$ cat config.mk
export PLATFORM = sky130hd
export DESIGN_NAME = sigdel_decim
export DESIGN_NICKNAME = d
export VERILOG_FILES = /design/src/rtl/sigdel_pkg.sv /design/src/rtl/sigdel_cic_comb.sv /design/src/rtl/sigdel_decim.sv
export SDC_FILE = /design/constraint.sdc
export NUM_CORES = 1
export LEC_CHECK = 0
export BUFFER_PORTS_ARGS = -buffer_cell sky130_fd_sc_hd__buf_2
export CORE_MARGIN = 2
export CORE_UTILIZATION = 48
export CTS_BUF_LIST = sky130_fd_sc_hd__clkbuf_4
export DETAILED_ROUTE_END_ITERATION = 7
export GPL_TIMING_DRIVEN = 1
export PLACE_DENSITY = 0.66
export SYNTH_ARGS = -nofsm -noshare
export SYNTH_HDL_FRONTEND = slang
export SYNTH_SLANG_ARGS = --single-unit
$ cat constraint.sdc
create_clock -name clk -period 4.52 [get_ports clk]
set_clock_uncertainty 0.05 [all_clocks]
set_input_delay 0.904 -clock clk [delete_from_list [all_inputs] [get_ports clk]]
set_output_delay 0.904 -clock clk [all_outputs]
set_load 0.05 [all_outputs]
$ cat src/rtl/sigdel_pkg.sv
// Shared types and parameter helpers for the sigma-delta DAC/decimator family.
// Both RTL and testbenches derive ratio and word widths from BITLEN through these.
package sigdel_pkg;

  typedef enum logic [1:0] {
    FILL0 = 2'd0,
    FILL1 = 2'd1,
    RUN   = 2'd2
  } decim_state_t;

  function automatic int log2r_of(input int bitlen);
    return bitlen / 2;
  endfunction

  function automatic int ratio_of(input int bitlen);
    return 1 << (bitlen / 2);
  endfunction

  function automatic int accw_of(input int bitlen);
    return bitlen + 1;
  endfunction

endpackage

$ cat src/rtl/sigdel_cic_comb.sv
// Two-stage CIC comb with unsigned saturation to BITLEN bits.
// One load per decimation point; result and strobe are registered one clock later.
module sigdel_cic_comb
  import sigdel_pkg::*;
#(
  parameter int BITLEN = 16,
  localparam int ACCW  = accw_of(BITLEN)
) (
  input  logic              clk,
  input  logic              rst,
  input  logic              load,
  input  logic [ACCW-1:0]   x,
  output logic [BITLEN-1:0] y_sat,
  output logic              y_stb
);

  logic [ACCW-1:0] x_d;
  logic [ACCW-1:0] c1_d;
  logic [ACCW-1:0] c1;
  logic [ACCW-1:0] y;

  // The comb output is never negative in steady state, so only the top bit needs clamping.
  function automatic logic [BITLEN-1:0] sat_u(input logic [ACCW-1:0] v);
    if (v[ACCW-1]) return '1;
    return v[BITLEN-1:0];
  endfunction

  assign c1 = x - x_d;
  assign y  = c1 - c1_d;

  // p1: comb result registered
  always_ff @(posedge clk or negedge rst) begin
    if (!rst) begin
      x_d   <= '0;
      c1_d  <= '0;
      y_sat <= '0;
      y_stb <= 1'b0;
    end else begin
      y_stb <= load;
      if (load) begin
        x_d   <= x;
        c1_d  <= c1;
        y_sat <= sat_u(y);
      end
    end
  end

endmodule

$ cat src/rtl/sigdel_decim.sv
// Second-order CIC decimator for a 1-bit sigma-delta stream, R = 2**(BITLEN/2).
// Integrators free-run on in_en; samples leave through a valid/ready register with sticky overflow.
module sigdel_decim
  import sigdel_pkg::*;
#(
  parameter int BITLEN = 16
) (
  input  logic              clk,
  input  logic              rst,
  input  logic              in_en,
  input  logic              bit_in,
  output logic [BITLEN-1:0] out_data,
  output logic              out_valid,
  input  logic              out_ready,
  output logic              ovf,
  input  logic              clr_ovf
);

  localparam int LOG2R = log2r_of(BITLEN);
  localparam int R     = ratio_of(BITLEN);
  localparam int ACCW  = accw_of(BITLEN);
  localparam logic [LOG2R-1:0] CNT_LAST = LOG2R'(R - 1);

  logic [ACCW-1:0]   i1;
  logic [ACCW-1:0]   i2;
  logic [ACCW-1:0]   i1_nxt;
  logic [ACCW-1:0]   i2_nxt;
  logic [LOG2R-1:0]  cnt;
  logic              dec_pt;
  logic [ACCW-1:0]   x_p0;
  logic              load_p0;
  logic              emit_p0;
  logic              emit_p1;
  logic [BITLEN-1:0] y_sat_p1;
  logic              vld_p1;
  logic              new_smp;
  logic              xfer;
  decim_state_t      state;
  decim_state_t      state_nxt;

  assign i1_nxt = i1 + ACCW'(bit_in);
  assign i2_nxt = i2 + i1_nxt;
  assign dec_pt = in_en && (cnt == CNT_LAST);

  always_ff @(posedge clk or negedge rst) begin
    if (!rst) begin
      i1  <= '0;
      i2  <= '0;
      cnt <= '0;
    end else if (in_en) begin
      i1  <= i1_nxt;
      i2  <= i2_nxt;
      cnt <= cnt + LOG2R'(1);
    end
  end

  // p0: capture of the updated i2 at the decimation point
  always_ff @(posedge clk or negedge rst) begin
    if (!rst) begin
      x_p0    <= '0;
      load_p0 <= 1'b0;
      emit_p0 <= 1'b0;
      emit_p1 <= 1'b0;
    end else begin
      load_p0 <= dec_pt;
      if (dec_pt) begin
        x_p0    <= i2_nxt;
        emit_p0 <= (state == RUN);
      end
      if (load_p0) emit_p1 <= emit_p0;
    end
  end

  always_ff @(posedge clk or negedge rst) begin
    if (!rst) state <= FILL0;
    else      state <= state_nxt;
  end

  always_comb begin
    state_nxt = state;
    if (dec_pt) begin
      case (state)
        FILL0:   state_nxt = FILL1;
        FILL1:   state_nxt = RUN;
        default: state_nxt = RUN;
      endcase
    end
  end

  sigdel_cic_comb #(
    .BITLEN (BITLEN)
  ) u_comb (
    .clk   (clk),
    .rst   (rst),
    .load  (load_p0),
    .x     (x_p0),
    .y_sat (y_sat_p1),
    .y_stb (vld_p1)
  );

  assign new_smp = vld_p1 && emit_p1;
  assign xfer    = out_valid && out_ready;

  // p2: output register; a stalled sample is overwritten rather than stalling the stream
  always_ff @(posedge clk or negedge rst) begin
    if (!rst) begin
      out_data  <= '0;
      out_valid <= 1'b0;
      ovf       <= 1'b0;
    end else begin
      if (new_smp) begin
        out_data  <= y_sat_p1;
        out_valid <= 1'b1;
      end else if (xfer) begin
        out_valid <= 1'b0;
      end
      if (new_smp && out_valid && !out_ready) ovf <= 1'b1;
      else if (clr_ovf)                        ovf <= 1'b0;
    end
  end

endmodule

==> impl_results.html, run 1 <==
<table>
<tr><th>Metric</th><th>Value</th></tr>
<tr><th colspan="2">Floorplan</th></tr>
<tr><td>Standard-cell row count</td><td>45</td></tr>
<tr><td>Standard cell core area</td><td>0.01526 sq mm</td></tr>
<tr><td>Number of top-level pins</td><td>24</td></tr>
<tr><td>Initial Utilization</td><td>49.16%</td></tr>
<tr><td>Vertical die dimension</td><td>129.0 um</td></tr>
<tr><td>DIE WIDTH</td><td>129.0 um</td></tr>
<tr><td>DIE AREA</td><td>0.01664 sq mm</td></tr>
<tr><th colspan="2">Layout</th></tr>
<tr><td>Non-Filler Cell Area, Final</td><td>0.008144 sq mm</td></tr>
<tr><td>Most used cells in the layout excluding fill and tap cells</td><td>dfrtp_1, nand2_1, o21ai_0, xnor2_1</td></tr>
<tr><td>Area grow syn2layout</td><td>8.574%</td></tr>
<tr><td>Area taken by multi-input logic gates</td><td>0.003890 sq mm</td></tr>
<tr><td>Non-filler cells in the finished layout</td><td>990</td></tr>
<tr><td>Most common cell after layout, fill and taps aside</td><td>dfrtp_1</td></tr>
<tr><td>Nets@finish</td><td>825</td></tr>
<tr><td>Fraction of final layout cells sized beyond drive strength 1</td><td>15.94%</td></tr>
<tr><td># fillers</td><td>1,341</td></tr>
<tr><td>Storage cell area</td><td>0.003329 sq mm</td></tr>
<tr><th colspan="2">Detailed routing</th></tr>
<tr><td>DR vias</td><td>5,164</td></tr>
<tr><td>Number of detailed-route iterations in the first pass</td><td>7</td></tr>
<tr><td>Starting DRT DRC Count</td><td>259</td></tr>
<tr><td>Remaining number of nets flagged by the antenna check after routing</td><td>0</td></tr>
<tr><td>Via-to-Cell Ratio</td><td>5.216</td></tr>
<tr><td>Average wire length per cell after detail routing</td><td>13.84 um</td></tr>
<tr><td>Wirelength, routed</td><td>13.70 mm</td></tr>
<tr><td>DRC violations left</td><td>0</td></tr>
<tr><th colspan="2">STA</th></tr>
<tr><td>Post-layout worst setup margin</td><td>0.3234 ns</td></tr>
<tr><td>Setup tns final</td><td>0 ns</td></tr>
<tr><td>Number of max-slew violations in the final report</td><td>0</td></tr>
<tr><td>Measured slew at the worst slew-check pin</td><td>0.8569 ns</td></tr>
<tr><td>Maximum achievable frequency</td><td>238.3 MHz</td></tr>
<tr><td>Normalized max-slew margin</td><td>42.87%</td></tr>
<tr><td>Number of setup violations in the final report</td><td>0</td></tr>
<tr><td>Final critical-path share of the clock period</td><td>92.84%</td></tr>
<tr><td>Final critical-path required period</td><td>4.197 ns</td></tr>
<tr><td>Final Hold Viols</td><td>0</td></tr>
<tr><th colspan="2">Global routing</th></tr>
<tr><td>All-layer global routing usage</td><td>17.62%</td></tr>
<tr><td>Met3 demand-to-capacity share in global routing</td><td>3.867%</td></tr>
<tr><td>Initial antenna violation count</td><td>1</td></tr>
<tr><td>Global-route wire length before repair</td><td>23.52 mm</td></tr>
<tr><td>Vias in the first global route</td><td>5,111</td></tr>
<tr><td>Global-route met1 utilization</td><td>22.33%</td></tr>
<tr><td>Pin count of the biggest net entering global routing</td><td>73</td></tr>
<tr><td>Global route overflow</td><td>0</td></tr>
<tr><td>Global routing's busiest layer</td><td>met2</td></tr>
<tr><td>Met2 track utilization from global routing</td><td>29.66%</td></tr>
<tr><th colspan="2">Setup path</th></tr>
<tr><td>CP cell instances</td><td>inv_1 &gt; ha_1 &gt; nor2b_1 &gt; o21a_1 &gt; o21ai_0 &gt; a31oi_1 &gt; o211ai_1 &gt; a31oi_1 &gt; or3_1 &gt; and2_1 &gt; ha_1 &gt; and3_1 &gt; o2111ai_1 &gt; nor2_1 &gt; o21ai_1 &gt; a21oi_2 &gt; xnor2_2 &gt; buf_4 &gt; nor2_1 &gt; a21oi_1</td></tr>
<tr><td>Kind of start point of the critical path</td><td>flop</td></tr>
<tr><td>Worst path max stage delay</td><td>0.40 ns</td></tr>
<tr><td>Slowest stage cell, crit path</td><td>dfrtp_1</td></tr>
<tr><td>Worst R2R Start</td><td>u_comb.x_d[1]</td></tr>
<tr><td>Worst endpoint required time</td><td>4.89 ns</td></tr>
<tr><td>Setup crit start</td><td>u_comb.x_d[1]</td></tr>
<tr><td>CP Data Arrival Time</td><td>4.57 ns</td></tr>
<tr><td>CP Capture Type</td><td>flop</td></tr>
<tr><td>Path type of the worst setup path</td><td>reg2reg</td></tr>
<tr><td>CP max FO</td><td>5</td></tr>
<tr><th colspan="2">Synth</th></tr>
<tr><td>Number of synthesized flops with an enable pin</td><td>0</td></tr>
<tr><td>Net count of the mapped netlist</td><td>799</td></tr>
<tr><td>Seq cells post-synth</td><td>133</td></tr>
<tr><td>Yosys warning total</td><td>0</td></tr>
<tr><td>Per-instance average area after synthesis</td><td>10.15 sq um</td></tr>
<tr><td>Distinct cell type count after synthesis</td><td>57</td></tr>
<tr><td>Share of synthesized area occupied by flip-flops and latches</td><td>44.37%</td></tr>
<tr><td>Ys flop type</td><td>dfrtp_1</td></tr>
<tr><td>Number of standard cells after synthesis</td><td>739</td></tr>
<tr><td>Combined area of all synthesized cells</td><td>0.007501 sq mm</td></tr>
<tr><td>Fraction of registers with async set or reset after synthesis</td><td>100.0%</td></tr>
<tr><th colspan="2">Place</th></tr>
<tr><td>Post-detailed-placement cell area</td><td>0.007834 sq mm</td></tr>
<tr><td>Final estimated routing congestion in global placement</td><td>0.8939</td></tr>
<tr><td>Detailed placement HPWL</td><td>9.908 mm</td></tr>
<tr><td>Cells after DPL</td><td>956</td></tr>
<tr><td>Dpl ws</td><td>0.3157 ns</td></tr>
<tr><td>Buffers added on ports</td><td>23</td></tr>
<tr><th colspan="2">CTS</th></tr>
<tr><td>Clk Latency, worst-skew pair</td><td>0.56 ns</td></tr>
<tr><td>H-Tree Depth</td><td>4</td></tr>
<tr><td>Number of buffers created by CTS</td><td>17</td></tr>
<tr><td>Clock Sink Count</td><td>133</td></tr>
<tr><td>TritonCTS clock tree</td><td>built</td></tr>
<tr><td>Clock slew seen by the registers of the worst setup and hold paths</td><td>0.12 ns</td></tr>
<tr><td>Maximum number of buffers from clock root to sink</td><td>2</td></tr>
<tr><td>CTS root buffer</td><td>clkbuf_4</td></tr>
<tr><th colspan="2">Pwr</th></tr>
<tr><td>Sw power</td><td>0.9111 mW</td></tr>
<tr><td>Clock power frac</td><td>28.3%</td></tr>
<tr><td>Static Leakage</td><td>3.944 nW</td></tr>
<tr><td>Overall power of the completed layout</td><td>2.926 mW</td></tr>
<tr><td>Pwr per Cell Area</td><td>359.3 mW/mm^2</td></tr>
<tr><td>Combinational share of power</td><td>24.2%</td></tr>
<tr><td>Internal power of the cells</td><td>2.015 mW</td></tr>
<tr><td>Power share of the sequential group</td><td>47.5%</td></tr>
<tr><td>Peak VDD IR</td><td>0.3413 mV</td></tr>
<tr><td>Switch share</td><td>31.14%</td></tr>
<tr><th colspan="2">Job</th></tr>
<tr><td>Count of maximum capacitance violations</td><td>0</td></tr>
<tr><th colspan="2">Status</th></tr>
<tr><td>Outcome</td><td>completed</td></tr>
<tr><th colspan="2">Hold path</th></tr>
<tr><td>Class of the worst hold path</td><td>in2async</td></tr>
</table>
==> metrics by stage <==
| step | util [%] | hold slack (ns) |
|---|---|---|
| 2_1_floorplan | - | 0.3204 |
| 3_3_place_gp | 51.34 | 0.4031 |
| 3_5_place_dp | 51.34 | 0.4116 |
| 4_1_cts | 53.28 | 0.2714 |
| 5_1_grt | 53.37 | 0.3275 |
| 6_report | 53.37 | 0.3011 |
==> per-layer routing <==
metal	wire (um)	share of wire (%)
met1	6590	48
met2	6532	48
met3	334	2.4
met4	246	1.8
met5	0	0
==> cells in the mapped netlist, drive strengths merged, types with 2 or more instances <==
master,n,share of area (%)
o211ai,2,0.20
nand3,8,0.53
and3,9,0.75
o31ai,2,0.38
a21oi,43,2.9
o21a,9,0.90
ha,51,8.5
and2,2,0.17
nand2b,6,0.50
o21ai,59,4.0
o31a,2,0.23
a41oi,2,0.23
o21bai,4,0.40
clkbuf,13,0.65
nor2,51,2.6
inv,52,2.6
mux2i,3,0.40
nand4,14,1.2
o22a,2,0.23
fa,3,0.80
a21o,16,1.6
xor2,24,2.8
dfrtp,133,44
nand2,68,3.4
o311a,3,0.40
a31oi,15,1.5
nor4,3,0.33
xnor2,56,6.6
buf,9,0.57
nor3,6,0.40
nor2b,4,0.33
mux2,49,7.4
==> worst paths after layout <==
path / to / slack (ns) / cells past startpoint
worst max register to register: u_comb.y_sat[1] / 0.32 / 20
worst min register to register: cnt[3] / 0.43 / 1
worst min-delay path: u_comb.c1_d[1] / 0.30 / 1
max in group asynchronous: u_comb.x_d[12] / 3.24 / 2
worst max-delay path: u_comb.y_sat[1] / 0.32 / 20
min in group clk: cnt[3] / 0.43 / 1
==> sequential cells by signal (all words and copies together), names as in the netlist, 2 cells and up <==
signal and flops:
i2 17, u_comb.x_d 17, u_comb.y_sat 16, i1 17, out_data 16, cnt 8, state 2, u_comb.c1_d 17
x_p0 17
==> layout make-up <==
type                    instances  share of cell area (%)
multi-input cells             532                   47.76
clock buffers                  18                   1.659
flip-flops and latches        133                   40.88
well taps                     211                   3.242
repair buffers                 29                   2.043
diodes                          1                 0.03073
clock inverters                14                   1.982
inverters                      52                   2.397
==> cells by family (layout without fill, tap and decap cells) <==
kind of cell / count (synthesis) / in the layout / share of synthesized area (%)
XOR/XNOR: 81 / 81 / 9.741
flip-flops: 133 / 133 / 44.37
AND/OR/NAND/NOR: 175 / 175 / 10.51
buffers and inverters: 74 / 113 / 3.820
AO/OA/AOI/OAI: 170 / 170 / 14.50
other: 0 / 1 / 0
multiplexers: 52 / 52 / 7.756
adder cells (fa/ha/maj): 54 / 54 / 9.308
==> power by group through the flow <==
| stage | Sequential (mW) | Clock [mW] | Combinational [mW] |
|---|---|---|---|
| 4_1_cts | 1.39 | 0.862 | 0.705 |
| 3_5_place_dp | 1.41 | 0 | 0.704 |
| 5_1_grt | 1.40 | 0.906 | 0.797 |
| 6_report | 1.39 | 0.829 | 0.708 |
| 3_3_place_gp | 1.40 | 0 | 0.671 |
| 2_1_floorplan | 1.38 | 0 | 0.563 |
==> critical path, delay by kind of cell, from the launching register on <==
family / cells / cell delay (ns)
xor gates and xnor gates: 1 / 0.17
adders and majority gates: 2 / 0.62
and+or+nand+nor: 6 / 1.02
DFF: 1 / 0.40
AOI/OAI and AO/OA: 9 / 1.56
buffers and inverters: 2 / 0.22
==> what timing repair did <==
action	4_1_cts	5_1_grt
gates resized for setup	0	2
hold buffers	0	0
setup buffers	0	1
endpoints found under the setup margin	0	15
No activity file was read; power rests on OpenSTA's default activity.
==> run 2, diff against run 1 <==
- CAP_MARGIN: unset -> 40
- PLACE_DENSITY: 0.66 -> 0.69
- clock period: 4.52 -> 3.7 ns (I/O delays scaled with it)
==> impl_results.html, run 2 (synthesis results as in run 1) <==
<table>
<tr><th>Metric</th><th>Value</th></tr>
<tr><th colspan="2">Status</th></tr>
<tr><td>Outcome</td><td>finished, violations left</td></tr>
<tr><td>Failing checks</td><td>setup timing</td></tr>
<tr><th colspan="2">Global routing</th></tr>
<tr><td>Global-route wire length before repair</td><td>24.38 mm</td></tr>
<tr><td>Pin count of the biggest net entering global routing</td><td>87</td></tr>
<tr><td>All-layer global routing usage</td><td>18.27%</td></tr>
<tr><td>Vias in the first global route</td><td>5,417</td></tr>
<tr><td>Global route overflow</td><td>0</td></tr>
<tr><td>Initial antenna violation count</td><td>0</td></tr>
<tr><th colspan="2">STA</th></tr>
<tr><td>Post-layout worst setup margin</td><td>-0.1031 ns</td></tr>
<tr><td>Unrepaired setup endpoints after global routing</td><td>yes</td></tr>
<tr><td>Final Hold Viols</td><td>0</td></tr>
<tr><td>Worst hold slack</td><td>0.2248 ns</td></tr>
<tr><td>Number of setup violations in the final report</td><td>16</td></tr>
<tr><td>Measured slew at the worst slew-check pin</td><td>0.8025 ns</td></tr>
<tr><td>Maximum achievable frequency</td><td>262.9 MHz</td></tr>
<tr><td>Setup tns final</td><td>-1.288 ns</td></tr>
<tr><td>Final critical-path required period</td><td>3.803 ns</td></tr>
<tr><td>Number of max-slew violations in the final report</td><td>0</td></tr>
<tr><td>Final critical-path share of the clock period</td><td>102.8%</td></tr>
<tr><td>Normalized max-slew margin</td><td>46.50%</td></tr>
<tr><th colspan="2">Detailed routing</th></tr>
<tr><td>Number of detailed-route iterations in the first pass</td><td>4</td></tr>
<tr><td>DR vias</td><td>5,345</td></tr>
<tr><td>Via-to-Cell Ratio</td><td>5.204</td></tr>
<tr><td>DRC violations left</td><td>0</td></tr>
<tr><td>Starting DRT DRC Count</td><td>249</td></tr>
<tr><td>Remaining number of nets flagged by the antenna check after routing</td><td>0</td></tr>
<tr><td>Average wire length per cell after detail routing</td><td>13.78 um</td></tr>
<tr><td>Wirelength, routed</td><td>14.15 mm</td></tr>
<tr><th colspan="2">Setup path</th></tr>
<tr><td>Setup slack of the worst register-to-register path</td><td>-0.10 ns</td></tr>
<tr><td>Path type of the worst setup path</td><td>reg2reg</td></tr>
<tr><td>CP Data Arrival Time</td><td>4.19 ns</td></tr>
<tr><td>Kind of start point of the critical path</td><td>flop</td></tr>
<tr><td>CP max FO</td><td>4</td></tr>
<tr><td>Worst endpoint required time</td><td>4.09 ns</td></tr>
<tr><td>Worst R2R Start</td><td>u_comb.x_d[1]</td></tr>
<tr><td>Reg-to-reg endpoint</td><td>u_comb.y_sat[10]</td></tr>
<tr><td>CP Capture Type</td><td>flop</td></tr>
<tr><td>Count of cells along the worst register-to-register path</td><td>20</td></tr>
<tr><th colspan="2">Floorplan</th></tr>
<tr><td>Number of top-level pins</td><td>24</td></tr>
<tr><td>Vertical die dimension</td><td>129.0 um</td></tr>
<tr><td>DIE AREA</td><td>0.01664 sq mm</td></tr>
<tr><td>Initial Utilization</td><td>49.16%</td></tr>
<tr><td>Standard-cell row count</td><td>45</td></tr>
<tr><td>Standard cell core area</td><td>0.01526 sq mm</td></tr>
<tr><td>DIE WIDTH</td><td>129.0 um</td></tr>
<tr><th colspan="2">Pwr</th></tr>
<tr><td>Static Leakage</td><td>4.221 nW</td></tr>
<tr><td>Peak VDD IR</td><td>0.4035 mV</td></tr>
<tr><td>Pwr per Cell Area</td><td>441.6 mW/mm^2</td></tr>
<tr><td>Overall power of the completed layout</td><td>3.810 mW</td></tr>
<tr><th colspan="2">CTS</th></tr>
<tr><td>Maximum number of buffers from clock root to sink</td><td>2</td></tr>
<tr><td>Quantity of hold-fixing buffers added after cts</td><td>0</td></tr>
<tr><td>Clock Sink Count</td><td>133</td></tr>
<tr><td>CTS root buffer</td><td>clkbuf_4</td></tr>
<tr><td>TritonCTS clock tree</td><td>built</td></tr>
<tr><td>Clk Latency, worst-skew pair</td><td>0.52 ns</td></tr>
<tr><td>Number of buffers created by CTS</td><td>17</td></tr>
<tr><td>H-Tree Depth</td><td>4</td></tr>
<tr><td>Clock slew seen by the registers of the worst setup and hold paths</td><td>0.11 ns</td></tr>
<tr><th colspan="2">Place</th></tr>
<tr><td>Final estimated routing congestion in global placement</td><td>0.9224</td></tr>
<tr><td>Detailed placement HPWL</td><td>10.23 mm</td></tr>
<tr><td>Buffers added on ports</td><td>23</td></tr>
<tr><td>Dpl ws</td><td>-0.1588 ns</td></tr>
<tr><td>Post-detailed-placement cell area</td><td>0.008068 sq mm</td></tr>
<tr><th colspan="2">Layout</th></tr>
<tr><td>Non-Filler Cell Area, Final</td><td>0.008626 sq mm</td></tr>
<tr><td>Area grow syn2layout</td><td>15.00%</td></tr>
<tr><td>Nets@finish</td><td>864</td></tr>
<tr><td># fillers</td><td>1,300</td></tr>
<tr><td>Most common cell after layout, fill and taps aside</td><td>dfrtp_1</td></tr>
<tr><td>Storage cell area</td><td>0.003329 sq mm</td></tr>
<tr><td>Fraction of final layout cells sized beyond drive strength 1</td><td>22.06%</td></tr>
<tr><td>Total inserted antenna cells</td><td>0</td></tr>
<tr><td>Area taken by multi-input logic gates</td><td>0.003994 sq mm</td></tr>
<tr><td>Most used cells in the layout excluding fill and tap cells</td><td>dfrtp_1, nand2_1, xnor2_1, o21ai_0, inv_1</td></tr>
<tr><th colspan="2">Job</th></tr>
<tr><td>Count of maximum capacitance violations</td><td>0</td></tr>
<tr><th colspan="2">Hold path</th></tr>
<tr><td>Class of the worst hold path</td><td>in2async</td></tr>
</table>
==> run 2: cell count changes in the layout (fill, tap and decap cells not counted), moves of 3 or more <==
cell,before,now
o21ai_0,57,53
bufinv_16,3,6
nor2_2,0,3
nor2_1,51,47
o21ai_2,1,4
buf_4,6,42
clkinvlp_4,4,0
==> run 2: metrics by stage <==
stage / std cells / util, %
floorplan: 739 / -
global placement: 985 / 52.87
detailed placement: 985 / 52.87
CTS: 1022 / 55.89
global route: 1027 / 56.53
finish: 1027 / 56.53
==> run 2: worst max path at each step <==
stage,cells after the start,end,start
after global routing,19,u_comb.y_sat[8],u_comb.x_d[1]
after global placement,17,u_comb.y_sat[15],u_comb.x_d[0]
after floorplan,20,u_comb.y_sat[4],u_comb.x_d[1]
after CTS,20,u_comb.y_sat[10],u_comb.x_d[1]
final,20,u_comb.y_sat[10],u_comb.x_d[1]
after detailed placement,18,u_comb.y_sat[10],u_comb.x_d[0]
==> run 2: final cells by class <==
cell class	count	area share [%]
sequential	133	38.60
multi-input combinational	532	46.30
clock buffer	19	1.654
timing repair buffer	68	5.657
clock inverter	12	2.437
tap	211	3.061
inverter	52	2.292
==> run 2: what timing repair did <==
action	CTS	global route
gates resized for setup	13	13
endpoints found under the setup margin	16	16
pin swaps	6	19
buffers inserted	6	4
==> run 2: report_power, final <==
part	switching, mW	total, mW	leakage (nW)	internal [mW]
Clock	0.497	1.17	0.189	0.676
Sequential	0.111	1.69	1.80	1.58
Combinational	0.470	0.943	2.24	0.473
Total	1.08	3.81	4.22	2.73
==> run 2: metal layers <==
layer / global-route usage [%] / routed length [um]
met5: 0 / 0
met4: 6.841 / 217
met3: 4.407 / 352
met2: 30.81 / 6975
met1: 22.87 / 6608
==> run 2: worst max-delay path, stage by stage, from the launching register on <==
cell	delay, ns
dfrtp_1	0.41
inv_2	0.09
ha_4	0.20
nor2b_4	0.12
o21a_1	0.21
o21ai_2	0.18
a31oi_2	0.12
o211ai_1	0.23
a31oi_1	0.12
or3_1	0.37
and2_4	0.18
ha_4	0.24
buf_4	0.14
a21oi_2	0.12
o21ai_1	0.11
o21ai_2	0.18
a21oi_2	0.09
xnor2_2	0.26
buf_6	0.16
nor2_2	0.04
a21oi_1	0.11
